==> src/rtl/strobe_seq_gen.sv <==
// Multi-channel strobe sequencer. Each channel waits out a delay and then emits
// a pulse train with a programmable width and gap, either a fixed number of pulses or continuously.
module strobe_seq_gen #(
  parameter int N_CH  = 4,
  parameter int CNT_W = 16,
  parameter int REP_W = 8
) (
  input  logic                    clk,
  input  logic                    rst,
  input  logic [N_CH-1:0]         start,
  input  logic [N_CH-1:0]         stop,
  input  logic [N_CH*CNT_W-1:0]   cfg_delay,
  input  logic [N_CH*CNT_W-1:0]   cfg_width,
  input  logic [N_CH*CNT_W-1:0]   cfg_gap,
  input  logic [N_CH*REP_W-1:0]   cfg_count,
  output logic [N_CH-1:0]         strobe,
  output logic [N_CH-1:0]         busy,
  output logic [N_CH-1:0]         done
);

  typedef enum logic [1:0] {S_IDLE, S_DELAY, S_HIGH, S_GAP} state_t;

  for (genvar i = 0; i < N_CH; i++) begin : g_ch
    state_t             state_q, state_d;
    logic [CNT_W-1:0]   cnt_q, cnt_d;
    logic [CNT_W-1:0]   width_q, width_d;
    logic [CNT_W-1:0]   gap_q, gap_d;
    logic [REP_W-1:0]   rep_q, rep_d;
    logic [REP_W-1:0]   pcnt_q, pcnt_d;
    logic               done_q, done_d;
    logic [CNT_W-1:0]   width_m1, gap_m1;
    logic [REP_W:0]     pcnt_inc;
    logic               last_pulse;

    // A programmed width or gap of 0 behaves as 1 cycle.
    assign width_m1   = (width_q == '0) ? '0 : width_q - CNT_W'(1);
    assign gap_m1     = (gap_q == '0) ? '0 : gap_q - CNT_W'(1);
    assign pcnt_inc   = {1'b0, pcnt_q} + {{REP_W{1'b0}}, 1'b1};
    assign last_pulse = (rep_q != '0) && (pcnt_inc == {1'b0, rep_q});

    always_comb begin
      state_d = state_q;
      cnt_d   = cnt_q;
      width_d = width_q;
      gap_d   = gap_q;
      rep_d   = rep_q;
      pcnt_d  = pcnt_q;
      done_d  = 1'b0;
      case (state_q)
        S_IDLE: begin
          if (start[i] && !stop[i]) begin
            cnt_d   = cfg_delay[i*CNT_W +: CNT_W];
            width_d = cfg_width[i*CNT_W +: CNT_W];
            gap_d   = cfg_gap[i*CNT_W +: CNT_W];
            rep_d   = cfg_count[i*REP_W +: REP_W];
            pcnt_d  = '0;
            state_d = S_DELAY;
          end
        end
        S_DELAY: begin
          if (cnt_q == '0) begin
            state_d = S_HIGH;
            cnt_d   = width_m1;
          end else begin
            cnt_d = cnt_q - CNT_W'(1);
          end
        end
        S_HIGH: begin
          if (cnt_q != '0) begin
            cnt_d = cnt_q - CNT_W'(1);
          end else begin
            // Saturates so continuous mode never wraps back into a match.
            pcnt_d = pcnt_inc[REP_W] ? pcnt_q : pcnt_inc[REP_W-1:0];
            if (last_pulse) begin
              state_d = S_IDLE;
              done_d  = 1'b1;
            end else begin
              state_d = S_GAP;
              cnt_d   = gap_m1;
            end
          end
        end
        S_GAP: begin
          if (cnt_q == '0) begin
            state_d = S_HIGH;
            cnt_d   = width_m1;
          end else begin
            cnt_d = cnt_q - CNT_W'(1);
          end
        end
        default: state_d = S_IDLE;
      endcase
      if (stop[i] && (state_q != S_IDLE)) begin
        state_d = S_IDLE;
        done_d  = 1'b0;
      end
    end

    always_ff @(posedge clk or posedge rst) begin
      if (rst) begin
        state_q <= S_IDLE;
        cnt_q   <= '0;
        width_q <= '0;
        gap_q   <= '0;
        rep_q   <= '0;
        pcnt_q  <= '0;
        done_q  <= 1'b0;
      end else begin
        state_q <= state_d;
        cnt_q   <= cnt_d;
        width_q <= width_d;
        gap_q   <= gap_d;
        rep_q   <= rep_d;
        pcnt_q  <= pcnt_d;
        done_q  <= done_d;
      end
    end

    assign strobe[i] = (state_q == S_HIGH);
    assign busy[i]   = (state_q != S_IDLE);
    assign done[i]   = done_q;
  end

endmodule

==> config.mk <==
export PLATFORM = sky130hd
export DESIGN_NAME = strobe_seq_gen
export DESIGN_NICKNAME = d
export VERILOG_FILES = /design/src/rtl/strobe_seq_gen.sv
export SDC_FILE = /design/constraint.sdc
export NUM_CORES = 1
export LEC_CHECK = 0
export ABC_AREA = 1
export BUFFER_PORTS_ARGS = -buffer_cell sky130_fd_sc_hd__buf_2
export CORE_AREA = 2 2 219 221
export CTS_CLUSTER_SIZE = 10
export DETAILED_ROUTE_END_ITERATION = 7
export DIE_AREA = 0 0 221 223
export GPL_TIMING_DRIVEN = 0
export SLEW_MARGIN = 20
export SYNTH_ARGS = -nofsm -noshare
export SYNTH_HDL_FRONTEND = slang
export SYNTH_SLANG_ARGS = --single-unit
==> constraint.sdc <==
create_clock -name clk -period 9.6 [get_ports clk]
set_input_delay 0.48 -clock clk [delete_from_list [all_inputs] [get_ports clk]]
set_output_delay 0.48 -clock clk [all_outputs]
set_load 0.03 [all_outputs]
* Yosys cells after proc, flatten, opt, wreduce, memory -nomap -nowiden *
Index checks and enable logic that the tools add are counted.

operators by class
  multiplexer cells = 84
  reduce and logical (&&, ||, !) cells = 68
  add/sub/neg operators = 16
  equality and inequality tests = 44

operator list
  operator               count
  $mux 16                24
  $logic_not 16->1       12
  $pmux 16 s3            4
  $sub 16x1->16 const B  12
  $mux 8                 12
  $pmux 8 s2             4
  $reduce_bool 16->1     4
  $mux 2                 20
  $add 8x1->9 const B    4
  $eq 9x8->1             4
  $reduce_bool 8->1      4
  $ne 2x2->1 const B     12
  $ne 3x2->1 const B     8
  $pmux 2 s3             4
  $eq 2x2->1 const B     8
  $mux 1                 16
  $reduce_and 2->1       8
  $reduce_and 4->1       4
  $reduce_bool 2->1      8
  $logic_and 1x1->1      12
  $ne 3x1->1 const B     4
  $ne 3x3->1 const B     4
  $reduce_and 3->1       4
  $eq 2x1->1 const B     4
  other kinds (3)        12

storage, ports and cells
  bits of input ports = 234
  bits in registers = 268
  output and inout bits = 12

* Depth between registers and ports, before layout *
Gate-level depths: netlist of run 1.

  depth in word-level cells = 7
  mapped depth = 16
  gate-level depth less buffers = 16

* Least setup slack after synthesis of run 1 *
Ideal clock, no wire load.

  kind = flip-flop to flip-flop
  start = register g_ch[0].pcnt_q[0]
  end = register g_ch[0].cnt_q[12]
  buffers on the path = 1
  stages on the path, launching flop included = 15
  period minus slack after synthesis = 1.873 ns
  slack = 7.727 ns
  arrival time = 1.756 ns
  cells stage by stage = dfrtp_1 ha_1 nand2_2 inv_1 o21ai_0 nand3_1 nor2_1 nand2_1 nor2_2 nand3_2 nand2_4 inv_2 buf_6 nand2_1 nand2_1

on the way
  cells in the longest elaborated chain, start to end = 5

ends and longest elaborated chain
  element                            RTL line  RTL
  start, declared                    29        logic [REP_W-1:0] pcnt_q, pcnt_d;
  start signal, assigned             114       pcnt_q <= pcnt_d;
  $add 8x1->9                        38        assign pcnt_inc = {1'b0, pcnt_q} + {{REP_W{1'b0}}, 1'b1};
  $eq 9x8->1                         39        assign last_pulse = (rep_q != '0) && (pcnt_inc == {1'b0, rep_q});
  $logic_and 1x1->1                  39
  $ne 3x2->1 (no source line)        -
  $reduce_and 2->1 (no source line)  -
  end signal, assigned               110       cnt_q <= cnt_d;
  end, declared                      25        logic [CNT_W-1:0] cnt_q, cnt_d;

Every way passes these cells.
A chain may end at the register's enable or synchronous reset.

* Worst setup path after layout of run 1 *
  start = register g_ch[0].state_q[0]
  end = output port busy[0]

on the way
  cells in the longest elaborated chain, start to end = 1

ends and longest elaborated chain
  element                 RTL line  RTL
  start, declared         24        state_t state_q, state_d;
  start signal, assigned  109       state_q <= state_d;
  $reduce_bool 2->1       120       assign busy[i] = (state_q != S_IDLE);
  end, declared           17        output logic [N_CH-1:0] busy,

Every way passes these cells.

==> results of run 1 <==
[metal layers]
| metal | global-route usage (%) | vias to the layer above | routed length, µm |
|---|---|---|---|
| li1 | - | 9714 | - |
| met1 | 32.7 | 8993 | 27300 |
| met2 | 40.6 | 496 | 27800 |
| met3 | 3.16 | 100 | 3050 |
| met4 | 6.71 | 2 | 1390 |
| met5 | 0 | - | 12 |
[report_power, final]
part           total, mW  internal [mW]  switching, mW
clock network       1.26          0.739          0.519
registers           1.78           1.45          0.328
logic               1.84          0.641           1.20
[cells in the mapped netlist]
master,count,area [µm²]
or2_2,6,37.5
and2_1,3,18.8
inv_2,5,18.8
nand3_1,325,1630
and2_0,1,6.26
nor3_1,21,105
inv_1,316,1190
ha_1,25,313
o21ai_0,113,566
o21bai_1,1,7.51
nor2_1,460,1730
nand2_4,3,33.8
mux2i_1,1,10.0
a21oi_1,129,646
nor2_4,5,56.3
and3_1,4,25.0
nor2_2,10,62.6
o22ai_1,12,75.1
nand4_4,1,21.3
nand2_2,7,43.8
nand3b_1,7,52.6
buf_6,5,56.3
a22oi_1,2,15.0
buf_1,11,41.3
xor2_1,65,569
dfrtp_1,268,6710
mux2_2,26,293
buf_4,8,60.1
o211ai_1,1,7.51
nand2_1,922,3460
a31oi_1,1,6.26
o31ai_1,5,37.5
nand4_1,30,188
nand3_2,5,50.1
clkinv_1,2,7.51
clkbuf_1,28,105
buf_2,15,75.1
nand4_2,1,12.5
xnor2_1,20,175
a2bb2oi_1,1,8.76
o21ai_1,15,75.1
[final timing paths]
| check | startpoint | endpoint | depth (start not counted) |
|---|---|---|---|
| min in group asynchronous | rst | g_ch[1].cnt_q[10]$_DFFE_PP0P_ | 3 |
| min reg2reg | g_ch[3].cnt_q[1]$_DFFE_PP0P_ | g_ch[3].cnt_q[1]$_DFFE_PP0P_ | 2 |
| max reg2reg | g_ch[3].state_q[1]$_DFFE_PP0P_ | g_ch[3].gap_q[14]$_DFFE_PP0P_ | 5 |
| max | g_ch[0].state_q[0]$_DFFE_PP0P_ | busy[0] | 5 |
| max in group asynchronous | rst | g_ch[3].width_q[11]$_DFFE_PP0P_ | 5 |
| min | cfg_gap[2] | g_ch[0].gap_q[2]$_DFFE_PP0P_ | 3 |
[area by class of cell]
| class | instances | share of cell area [%] |
|---|---|---|
| inverter | 323 | 5.61 |
| clock inverter | 5 | 0.184 |
| timing repair buffer | 249 | 6.06 |
| sequential | 268 | 30.8 |
| clock buffer | 52 | 4.74 |
| multi-input combinational | 2228 | 47.5 |
| buffer | 67 | 1.55 |
| tap | 615 | 3.54 |
[state kept, by name, summed over array words and instances (netlist names)]
signal        cells
g_ch.pcnt_q      32
g_ch.width_q     64
g_ch.done_q       4
g_ch.cnt_q       64
g_ch.state_q      8
g_ch.gap_q       64
g_ch.rep_q       32
[stage by stage]
stage / total power, mW / setup WS, ps / hold slack (ps) / util [%] / std cells
after floorplan: 3.05 / 1740 / 464 / - / 2886
after global placement: 3.59 / -1820 / 481 / 43.7 / 3746
after detailed placement: 3.62 / 7310 / 463 / 43.9 / 3749
after CTS: 4.91 / 6850 / 101 / 46.1 / 3807
after global routing: 5.28 / 6750 / 134 / 46.1 / 3807
final: 4.88 / 6900 / 138 / 46.1 / 3807
[worst register-to-register path, delay by kind of cell (launching register included)]
kind	cells	cell delay (ps)
compound gates	1	210
buf+inv	2	700
flops	1	400
simple gates	2	940
[kinds of logic (layout without fill, tap and decap cells)]
family                   count (synthesis)  in the layout  synth area share, %
flip-flops                             268            268                 36.1
AO/OA/AOI/OAI                          280            280                 7.77
AND/OR/NAND/NOR                       1811           1811                 40.5
XOR/XNOR                                85             85                 4.01
buffers and inverters                  390            696                 8.34
adder cells (fa/ha/maj)                 25             25                 1.68
multiplexers                            27             27                 1.63
==> impl_metrics.ini, run 1 <==
[hold_path]
hp-class = in2reg

[clock_tree]
post_cts_buffers = 0
htree_levels = 2
ctsResizeCount = 0
numCtsBuffers = 35
cts.sinks = 268
cts_tree = built
insertion_delay_ps = 550
cts_root_buf = clkbuf_16
clockBufferDepth = 3
cts_hold_buffers = 1
clkTransAtPathRegs_ps = 50

[place]
portBuffers = 245
dp_hpwl_um = 46800
placed_area_um2 = 20700
gp_congestion = 0.934

[worst_setup_path]
critPathMaxStageDelay_ps = 430
worstPathRequired_ps = 9120
cp_common_cell = clkbuf_1
worstPathMaxFanout = 10
path_class = reg2out
cp_cell_sequence = clkbuf_1, nor2_1, clkbuf_1, inv_1, buf_2
crit_arrival_ps = 2220
slowest_stage = clkbuf_1
critical_path.top_delay_family = buffers and inverters
crit_path_end_kind = primary output
cp-start-kind = register
worst-path-buf-inv = 4
ff2ff_setup_slack_ps = 7280

[global_route]
gr-usage-all-layers_pct = 24.2
grt_pass1_wl_um = 97600
grt_pass1_vias = 18900
grt_max_degree = 97
antenna_found_initial = 1
gr-total-overflow = 0

[final_layout]
seq_area_um2 = 6710
layout-drive-gt1-share_pct = 12.3
multi_input_area_um2 = 10300
n_antenna_cell = 0
nets = 3431
area_delta_synth_final_pct = 17.0
final_cell_mix = 922 x nand2_1, 460 x nor2_1, 325 x nand3_1
finalInstanceArea_um2 = 21800
final_common_cell = nand2_1
fillers = 4961

[timing]
max_freq_ghz = 0.371
slew_violations = 0
timing_hold_violations_final = 0
post-route-min-period_ps = 2700
clock_skew_ps = 18.8
fin_crit_sh_pct = 28.1
tightest_slew_ps = 707
slew_headroom_pct = 52.6
finalSetupTns_ps = 0
setup_viol = 0
rsz0062_at_grt = false

[floorplanning]
die_area_um2 = 49300
fp.dieH_um = 223
die_w_um = 221
boundaryPins = 246
core_um2 = 47100
start_util_pct = 39.4
fp-row-count = 80

[drt]
drt-initial-drc-count = 1268
antenna_left = 0
wl_per_cell_um = 15.6
vias = 19300
drt-total-wl_um = 59500
drc = 0
via_per_inst = 5.07
drt_pass1_iterations = 5

[logic_synthesis]
ys_seq_area_share_pct = 36.1
yosysWarnings = 0
syn_area_um2 = 18600
postSynthAreaPerCell_um2 = 6.44
synth_nets = 3145
yosys_register_bits = 268
yosysUniqueCellTypes = 41
syn_inst = 2886

[flow_run]
maxCapViolCount = 0

[pwr]
cellPowerDensity_nw_per_um2 = 224
p_leak_nw = 11.0
ir_drop_mv = 0.150

[status]
status = finished, final reports clean
(Power assumes the default switching activity.)
==> run 2, diff against run 1 <==
- clock period: 9.6 -> 2.5 ns (I/O delays scaled with it)
==> run 2 against run 1 <==
Net effect:
- routed wire length is 4.6% higher
- critical path type unchanged
- die area is the same
- core utilization grew 5.0 points
- global-route usage rose by 0.92 points
- final cell count rose by 6.0%
- flip-flop and latch count unchanged
==> impl_metrics.ini, run 2 (synthesis gave the netlist of run 1 again) <==
[drt]
antenna_left = 0
drt-total-wl_um = 62300
vias = 20300
drt-initial-drc-count = 1464
wl_per_cell_um = 15.4
drt_pass1_iterations = 6
via_per_inst = 5.03
drc = 0

[final_layout]
instances_no_fill = 4034
fin_util_pct = 51.1
final_cell_mix = 922 x nand2_1, 460 x nor2_1, 325 x nand3_1
final_common_cell = nand2_1
layout-drive-gt1-share_pct = 11.8
reg_top3 = g_ch.cnt_q: 64 flops, g_ch.gap_q: 64 flops, g_ch.width_q: 64 flops
nets = 3658
area_delta_synth_final_pct = 29.7
n_antenna_cell = 0
finalInstanceArea_um2 = 24100
fillers = 4732

[clock_tree]
cts_hold_buffers = 220
clkTransAtPathRegs_ps = 50
insertion_delay_ps = 540
cts.sinks = 268
numCtsBuffers = 36
post_cts_buffers = 0
cts_tree = built
ctsResizeCount = 0
cts_root_buf = clkbuf_16
htree_levels = 2
clockBufferDepth = 3

[pwr]
ir_drop_mv = 0.520
totalPowerFinal_mw = 19.2
p_leak_nw = 12.0
cellPowerDensity_nw_per_um2 = 795

[place]
dp_slack_ps = 207
placed_cells = 3756
gp_congestion = 0.958
placed_area_um2 = 20800
dp_hpwl_um = 47100
portBuffers = 245

[timing]
post-route-min-period_ps = 2330
timing_hold_violations_final = 0
max_freq_ghz = 0.429
fin_hold_ws_ps = 41.0
rsz0062_at_grt = false
fin_crit_sh_pct = 93.3
setup_viol = 0
finalSetupTns_ps = 0
slew_headroom_pct = 54.8
slew_violations = 0
clock_skew_ps = 9.95
tightest_slew_ps = 673
worst_slack_ps = 169

[global_route]
grt_pass1_vias = 20200
gr-usage-all-layers_pct = 25.1
gr-total-overflow = 0
grt_max_degree = 30
grt_pass1_wl_um = 101000
antenna_found_initial = 1

[worst_setup_path]
path_class = reg2out
worst-path-buf-inv = 3
cp-start-kind = register
crit_arrival_ps = 2210
slowest_stage = clkbuf_1
cp_common_cell = clkbuf_1
crit_path_end_kind = primary output
worstPathRequired_ps = 2380
worstPathMaxFanout = 10
cp_cell_sequence = clkbuf_1, nor2_1, clkbuf_1, buf_2
critical_path.top_delay_family = buffers and inverters
critPathMaxStageDelay_ps = 440

[floorplanning]
boundaryPins = 246
core_um2 = 47100
die_w_um = 221
die_area_um2 = 49300
start_util_pct = 39.4
fp-row-count = 80
fp.dieH_um = 223

[status]
status = finished, final reports clean

[flow_run]
maxCapViolCount = 0

[hold_path]
hp-class = in2reg
==> run 2: path summary, 6_finish.rpt <==
check | endpoint | from | cells after the start | slack (ps)
worst min register to register | g_ch[3].cnt_q[1]$_DFFE_PP0P_ | g_ch[3].cnt_q[1]$_DFFE_PP0P_ | 2 | 500
worst min-delay path | g_ch[1].cnt_q[4]$_DFFE_PP0P_ | cfg_delay[20] | 5 | 40
min in group asynchronous | g_ch[0].cnt_q[5]$_DFFE_PP0P_ | rst | 3 | 190
worst max register to register | g_ch[3].width_q[13]$_DFFE_PP0P_ | g_ch[3].state_q[1]$_DFFE_PP0P_ | 5 | 180
worst max-delay path | strobe[0] | g_ch[0].state_q[0]$_DFFE_PP0P_ | 4 | 170
max in group asynchronous | g_ch[1].width_q[2]$_DFFE_PP0P_ | rst | 7 | 1150
==> run 2: cell type report <==
| class | count | area [µm²] | share of cell area [%] |
|---|---|---|---|
| inverters | 323 | 1220 | 5.05 |
| well taps | 615 | 769 | 3.19 |
| repair buffers | 475 | 3640 | 15.1 |
| flip-flops and latches | 268 | 6710 | 27.8 |
| multi-input cells | 2228 | 10300 | 42.9 |
| clock inverters | 7 | 60.1 | 0.249 |
| clock buffers | 51 | 1040 | 4.31 |
| plain buffers | 67 | 338 | 1.40 |
==> run 2: tightest hold or removal path, cell delays in order <==
cell	delay, ps
buf_2	90
nand2_1	60
o21ai_0	70
a21oi_1	60
o21ai_1	130
==> run 2: per-layer routing <==
layer | global-route usage (%) | wire [µm] | vias up
met5 | 0 | 7 | -
met4 | 9.44 | 2220 | 2
met3 | 3.19 | 2870 | 148
met2 | 42.6 | 29400 | 537
met1 | 32.6 | 27800 | 9443
li1 | - | - | 10200
==> run 2: where the power goes <==
group          switching (mW)  internal, mW  total, mW  leakage [nW]
logic                    4.66          2.70       7.37          8.25
clock network            1.99          2.96       4.96         0.546
registers                1.27          5.57       6.85          3.22
